## src/rtl/fifo_to_lanes_distributor.sv

```systemverilog
//------------------------------------------------------------------------------
// Module   : fifo_to_lanes_distributor
// Brief    : Pops words from a show-ahead FIFO and fans their bytes out to up to
//            LANES lanes, framing each burst with per-lane start/finish strobes.
// Revision : 1.0
//------------------------------------------------------------------------------
`default_nettype none

module fifo_to_lanes_distributor #(
  parameter int LANES = 4,
  parameter int TMO_W = 16
) (
  input  logic                 clk,
  input  logic                 rst_n,
  input  logic [8*LANES-1:0]   fifo_data,
  input  logic                 fifo_empty,
  output logic                 fifo_read,
  input  logic                 mode_lp_in,
  input  logic [2:0]           lanes_cfg,
  input  logic [TMO_W-1:0]     p2p_timeout,
  input  logic                 err_clr,
  input  logic [LANES-1:0]     data_rqst,
  output logic [LANES-1:0]     start_rqst,
  output logic [LANES-1:0]     fin_rqst,
  output logic [8*LANES-1:0]   inp_data,
  output logic                 mode_lp,
  output logic                 busy,
  output logic                 err_desync,
  output logic [15:0]          pkt_cnt
);

  typedef enum logic [1:0] {
    ST_IDLE   = 2'd0,
    ST_START  = 2'd1,
    ST_ACTIVE = 2'd2,
    ST_FINISH = 2'd3
  } state_t;

  localparam logic [2:0] MAX_LANES = 3'(LANES);

  state_t             state_q;
  logic [LANES-1:0]   act_mask_q;
  logic [LANES-1:0]   start_q;
  logic [LANES-1:0]   fin_q;
  logic [8*LANES-1:0] data_q;
  logic               mode_q;
  logic               err_q;
  logic [TMO_W-1:0]   tmo_q;
  logic [15:0]        pkt_q;

  logic [2:0]         w_lanes_eff;
  logic [LANES-1:0]   w_cfg_mask;
  logic [LANES-1:0]   w_load_mask;
  logic [LANES-1:0]   w_req_act;
  logic [8*LANES-1:0] w_load_data;
  logic               w_fifo_avail;
  logic               w_in_active;
  logic               w_all_rqst;
  logic               w_desync;
  logic               w_pop;

  assign w_lanes_eff = (lanes_cfg == 3'd0)     ? 3'd1 :
                       (lanes_cfg > MAX_LANES) ? MAX_LANES : lanes_cfg;

  // A new packet takes its lane set from lanes_cfg; later words reuse the latched set.
  assign w_load_mask = (state_q == ST_IDLE) ? w_cfg_mask : act_mask_q;

  for (genvar k = 0; k < LANES; k++) begin : g_lane
    assign w_cfg_mask[k]          = (3'(k) < w_lanes_eff);
    assign w_load_data[8*k +: 8]  = fifo_data[8*k +: 8] & {8{w_load_mask[k]}};
  end

  assign w_fifo_avail = !fifo_empty && (tmo_q == '0);
  assign w_in_active  = (state_q == ST_ACTIVE);
  assign w_req_act    = data_rqst & act_mask_q;
  assign w_all_rqst   = (w_req_act == act_mask_q);
  assign w_desync     = w_in_active && (|w_req_act) && !w_all_rqst;

  // Show-ahead pop is combinational; gated by rst_n so it is quiet during reset.
  assign w_pop = rst_n && w_fifo_avail &&
                 ((state_q == ST_IDLE) || (w_in_active && w_all_rqst));

  always_ff @(posedge clk or negedge rst_n) begin
    if (!rst_n) begin
      state_q    <= ST_IDLE;
      act_mask_q <= '0;
      start_q    <= '0;
      fin_q      <= '0;
      data_q     <= '0;
      mode_q     <= 1'b0;
      err_q      <= 1'b0;
      tmo_q      <= '0;
      pkt_q      <= '0;
    end else begin
      start_q <= '0;
      fin_q   <= '0;

      if (state_q == ST_FINISH) begin
        tmo_q <= p2p_timeout;
      end else if (tmo_q != '0) begin
        tmo_q <= tmo_q - TMO_W'(1);
      end

      if (w_desync) begin
        err_q <= 1'b1;
      end else if (err_clr) begin
        err_q <= 1'b0;
      end

      if (w_pop) begin
        data_q <= w_load_data;
        mode_q <= mode_lp_in;
      end

      case (state_q)
        ST_IDLE: begin
          if (w_fifo_avail) begin
            act_mask_q <= w_cfg_mask;
            start_q    <= w_cfg_mask;
            state_q    <= ST_START;
          end
        end
        ST_START: begin
          state_q <= ST_ACTIVE;
        end
        ST_ACTIVE: begin
          if (w_all_rqst && fifo_empty) begin
            fin_q   <= act_mask_q;
            state_q <= ST_FINISH;
          end
        end
        ST_FINISH: begin
          pkt_q   <= pkt_q + 16'd1;
          state_q <= ST_IDLE;
        end
        default: state_q <= ST_IDLE;
      endcase
    end
  end

  assign fifo_read  = w_pop;
  assign start_rqst = start_q;
  assign fin_rqst   = fin_q;
  assign inp_data   = data_q;
  assign mode_lp    = mode_q;
  assign busy       = (state_q != ST_IDLE) || (tmo_q != '0);
  assign err_desync = err_q;
  assign pkt_cnt    = pkt_q;

endmodule

`default_nettype wire

```

## config.mk

```make
export PLATFORM = sky130hd
export DESIGN_NAME = fifo_to_lanes_distributor
export DESIGN_NICKNAME = d
export VERILOG_FILES = /design/src/rtl/fifo_to_lanes_distributor.sv
export SDC_FILE = /design/constraint.sdc
export NUM_CORES = 1
export LEC_CHECK = 0
export CAP_MARGIN = 5
export CORE_MARGIN = 3
export CORE_UTILIZATION = 50
export DETAILED_ROUTE_END_ITERATION = 12
export GPL_TIMING_DRIVEN = 0
export PLACE_DENSITY = 0.85
export SLEW_MARGIN = 15
export SYNTH_ARGS = -nofsm -noshare
export SYNTH_HDL_FRONTEND = slang
export SYNTH_SLANG_ARGS = --single-unit
```

## constraint.sdc

```tcl
create_clock -name clk -period 4.4 [get_ports clk]
set_input_delay 1.32 -clock clk [delete_from_list [all_inputs] [get_ports clk]]
set_output_delay 1.32 -clock clk [all_outputs]
set_load 0.01 [all_outputs]
```

After elaboration in Yosys (flattened, before gate mapping)
Cells that the tools add are included.

cells by class
  add/subtract/negate cells = 2
  $lt $le $gt $ge = 5
  equality and inequality tests = 6
  mux-type cells = 14
  bitwise logic cells = 5
  reduce and logical (&&, ||, !) cells = 21

operators with widths
  cell                                                                   number
  8-bit bitwise AND                                                      4
  16-bit 2-to-1 mux                                                      2
  4-bit 2-to-1 mux                                                       5
  16-bit by 1-bit adder with 16-bit output, second input constant        1
  16-bit logical NOT                                                     1
  16-bit nonzero test                                                    1
  16-bit by 1-bit subtractor with 16-bit output, second input constant   1
  2-bit one-hot mux with 4 select lines                                  1
  1-bit logical AND                                                      7
  1-bit by 3-bit < comparator with 1-bit output, first input constant    2
  2-bit by 3-bit < comparator with 1-bit output, first input constant    2
  3-bit 2-to-1 mux                                                       2
  2-bit nonzero test                                                     3
  4-bit bitwise AND                                                      1
  2-bit equality test, second input constant                             2
  4-bit equality test                                                    1
  2-bit 2-to-1 mux                                                       2
  2-bit AND reduction                                                    2
  4-bit OR reduction                                                     1
  3-bit > comparator, second input constant                              1
  3-bit logical NOT                                                      1
  2-bit by 1-bit equality test with 1-bit output, second input constant  1
  1-bit logical NOT                                                      2
  2-bit logical NOT                                                      1
  4 further kinds                                                        6

storage, ports and cells
  flip-flop bits (word level) = 80
  input port bits = 60
  output and inout port bits = 60
  word-level logic and storage cells = 62

Logic depth before layout (Yosys ltp)
  depth after elaboration = 6
  mapped depth = 8
  depth with buffers taken out = 7

Least setup slack after synthesis
Ideal clock, no wire load.

  path type = flip-flop to output port
  start point = register tmo_q[6]
  end point = output fifo_read
  data arrival time = 2.281 ns
  data required time = 3.080 ns
  setup slack = 0.799 ns
  stages on the path, launching flop included = 6
  buffers on the path = 1
  cell sequence = dfrtp_1 > or4_4 > or2_1 > or4_4 > buf_6 > nor4b_1

between the ends
  cells in the longest elaborated chain, start to end = 4

RTL lines
  what                             line  text
  start, declared                  48    logic [TMO_W-1:0] tmo_q;
  start signal, assigned           99    tmo_q <= p2p_timeout;
  start signal, assigned           101   tmo_q <= tmo_q - TMO_W'(1);
  16-bit logical NOT               73    assign w_fifo_avail = !fifo_empty && (tmo_q == '0);
  1-bit logical AND                73
  1-bit logical AND (2 in series)  80    assign w_pop = rst_n && w_fifo_avail &&
  end, declared                    17    output logic fifo_read,

No other way between the ends.

Final worst setup path
  start point = input data_rqst[2]
  end point = output fifo_read

between the ends
  cells in the longest elaborated chain, start to end = 5

RTL lines
  what                 line  text
  start, declared      22    input logic [LANES-1:0] data_rqst,
  4-bit bitwise AND    75    assign w_req_act = data_rqst & act_mask_q;
  4-bit equality test  76    assign w_all_rqst = (w_req_act == act_mask_q);
  1-bit logical AND    81    ((state_q == ST_IDLE) || (w_in_active && w_all_rqst));
  1-bit logical OR     81
  1-bit logical AND    80

No other way between the ends.

==> flow_metrics.env <==
export IMPL_clk_pin_slew_ns=0.08
export IMPL_grt_first_pass_wirelength_um=14700
export IMPL_cts_buffer_depth=2
export IMPL_detailedRoute_firstIterationViolations=103
export IMPL_run_status="completed"
export IMPL_min_delay_path_class="flip-flop to flip-flop"
export IMPL_path_cells="clkdlybuf4s50_1 -> nand2b_1 -> o2111a_1 -> a21oi_1 -> nor4b_2 -> dlygate4sd2_1"
export IMPL_finalHoldViolCount=0
export IMPL_critical_path_top_delay_family="buffers and inverters"
export IMPL_crit_buf_inv=2
export IMPL_timing_final_crit_share=0.955
export IMPL_yosys_cell_types_count=50
export IMPL_max_stage_delay_ns=0.49
export IMPL_rsz0062_at_grt="no"
export IMPL_post_synth_inst_count=335
export IMPL_setup_viol_count_final=0
export IMPL_grt_total_usage=0.213
export IMPL_max_slew_margin=0.288
export IMPL_post_layout_total_power_w=0.00140
export IMPL_layout_cell_area_non_filler_um2=5380
export IMPL_timing_max_transition_violations_final=0
export IMPL_period_needed_ns=4.20
export IMPL_crit_required_ns=3.08
export IMPL_clock_latency_of_the_later_clocked_register_in_the_worst_skew_pair_ns=0.35
export IMPL_syn_to_final_growth_pct=40.3
export IMPL_max_clock_freq_mhz=238
export IMPL_total_wire_length_um=9020
export IMPL_leak_pwr_nw=2.31
export IMPL_h_tree_lvls=3
export IMPL_die_height_um=93.6
export IMPL_core_rowCount=31
export IMPL_cts_num_sinks=80
export IMPL_final_layout_size_suffix_gt1_frac=0.160
export IMPL_final_critical_path_setup_slack_ns=0.199
export IMPL_start_util=0.523
export IMPL_yosysTopAreaCell="dfrtp_1"
export IMPL_layout_cells_most_common_list="clkdlybuf4s50_1, dfrtp_1, mux2_2"
export IMPL_cts_hold_buffers=0
export IMPL_routedWlPerCell_um=15.9
export IMPL_synth_yosys_seq_area_share=0.522
export IMPL_globalRouteOverflowTotal=0
export IMPL_synth_yosys_warnings=0
export IMPL_final_core_occ=0.734
export IMPL_post_synth_main_area_contributors="dfrtp_1, mux2_2, nor2b_1"
export IMPL_peakVddDrop_mv=0.153
export IMPL_post_cts_repair_setup_buffers=0
export IMPL_fp_dieArea_um2=8750
export IMPL_largest_fanout_on_the_critical_path=5
export IMPL_most_common_cell_after_layout_fill_and_taps_aside="clkdlybuf4s50_1"
export IMPL_setup_worst_path_end_class="output pin"
export IMPL_startpoint_type="input pin"
export IMPL_transition_time_at_the_pin_with_the_least_slew_margin_ns=1.06
export IMPL_io_buffers=118
export IMPL_synth_edff_count=0
export IMPL_worstSetupPathType="input pin to output pin"
export IMPL_synthesis_area_per_instance_um2=11.4
export IMPL_num_vias=3024
export IMPL_clock_tree_from_tritoncts="yes"
export IMPL_cp_data_arrival_time_ns=2.88
export IMPL_mappedNetlistNets=401
export IMPL_finalWeightedCongestion=0.802
export IMPL_detail_route_first_pass_iterations=4
export IMPL_placeableCoreArea_um2=7330
export IMPL_preCtsSetupSlack_ns=-0.178
export IMPL_clock_skew_ns=0.00930
export IMPL_clock_root_buffer="clkbuf_8"
export IMPL_antenna_cells_inserted=0
export IMPL_cts_buffers=9
export IMPL_synth_async_sr_flop_share=1.00
export IMPL_nNetsFinal=531
export IMPL_drt_drc_violations_left=0
export IMPL_antenna_found_initial=0
export IMPL_die_width_um=93.6
export IMPL_postRouteAntennaNets=0
export IMPL_slowest_cell_on_crit_path="clkdlybuf4s50_1"
export IMPL_grt_start_max_net_pins=63
export IMPL_fillCellCount=518
export IMPL_netlist_area_um2=3830
export IMPL_dpl_cell_area_um2=5160
export IMPL_synth_top_cell_area_share=0.522
export IMPL_yosys_register_bits=80
export IMPL_pwr_density_cell_nw_per_um2=261
export IMPL_synth_flop_cell="dfrtp_1"
export IMPL_max_cap_viols=0
export IMPL_number_of_global_route_vias_before_repair=3073
export IMPL_detailed_route_vias_per_instance=5.31
export IMPL_io_pins=120
export IMPL_post_dp_hpwl_um=6650
## layout make-up
cell class | count | area (um^2) | share of cell area
Buffer | 12 | 65.1 | 0.0121
Clock buffer | 12 | 155 | 0.0288
Clock inverter | 4 | 51.3 | 0.00954
Inverter | 13 | 48.8 | 0.00907
Multi-Input combinational cell | 230 | 1720 | 0.321
Sequential cell | 80 | 2000 | 0.372
Tap cell | 99 | 124 | 0.0230
Timing Repair Buffer | 119 | 1210 | 0.224
## per-stage QoR
step / setup TNS [ns] / std cells / hold slack [ns]
2_1_floorplan: 0 / 335 / 0.504
3_3_place_gp: -106.49 / 552 / 0.466
3_5_place_dp: -0.178 / 553 / 0.473
4_1_cts: 0 / 569 / 0.487
5_1_grt: 0 / 569 / 0.510
6_report: 0 / 569 / 0.473
## report_power, final
part	internal [W]	switching, W
sequential	0.000737	0.00000230
combinational	0.0000613	0.0000373
clock	0.000295	0.000270
## timing repair
| item | 4_1_cts | 5_1_grt |
|---|---|---|
| setup endpoints to repair | 1 | 1 |
| resized for setup | 2 | 2 |
| pin swaps | 0 | 0 |
## flip-flops by register name (all words and copies together) (netlist names)
register,flops
state_q,2
act_mask_q,4
inp_data,32
tmo_q,16
fin_rqst,4
mode_lp,1
start_rqst,4
err_desync,1
pkt_cnt,16
## routing by layer
metal  wire length (um)  vias to the layer above  track usage
met5                  0                        -            0
met4                 76                        0       0.0614
met3                524                        9       0.0346
met2               4490                      113        0.357
met1               3940                     1473        0.285
li1                   -                     1429            -
## synth_stat cells, drive strengths merged, types with 7 or more instances
| cell type | instances |
|---|---|
| xor2 | 9 |
| nor2 | 20 |
| nand2 | 19 |
| dfrtp | 80 |
| a21oi | 7 |
| o21ai | 8 |
| nand4 | 8 |
| inv | 13 |
| nor2b | 33 |
| mux2 | 40 |
| xnor2 | 14 |
| nor3 | 8 |
## final timing paths
path	startpoint	to	slack (ns)	depth (start not counted)
setup / recovery	data_rqst[2]	fifo_read	0.20	6
hold / removal	pkt_cnt[15]	pkt_cnt[15]	0.47	1
setup reg to reg	tmo_q[0]	inp_data[16]	1.63	8
hold reg to reg	pkt_cnt[15]	pkt_cnt[15]	0.47	1
max in group asynchronous	rst_n	tmo_q[6]	2.96	2
min in group asynchronous	rst_n	act_mask_q[0]	0.85	1
## kinds of logic (layout without fill, tap and decap cells)
family	Yosys count	in the layout	share of synthesized area
xor gates and xnor gates	23	23	0.0525
and+or+nand+nor	123	123	0.184
muxes	44	44	0.129
AOI/OAI and AO/OA	34	34	0.0627
DFF	80	80	0.522
adders and majority gates	6	6	0.0196
buffers and inverters	25	160	0.0297
Power figures use the tool's default switching activity.
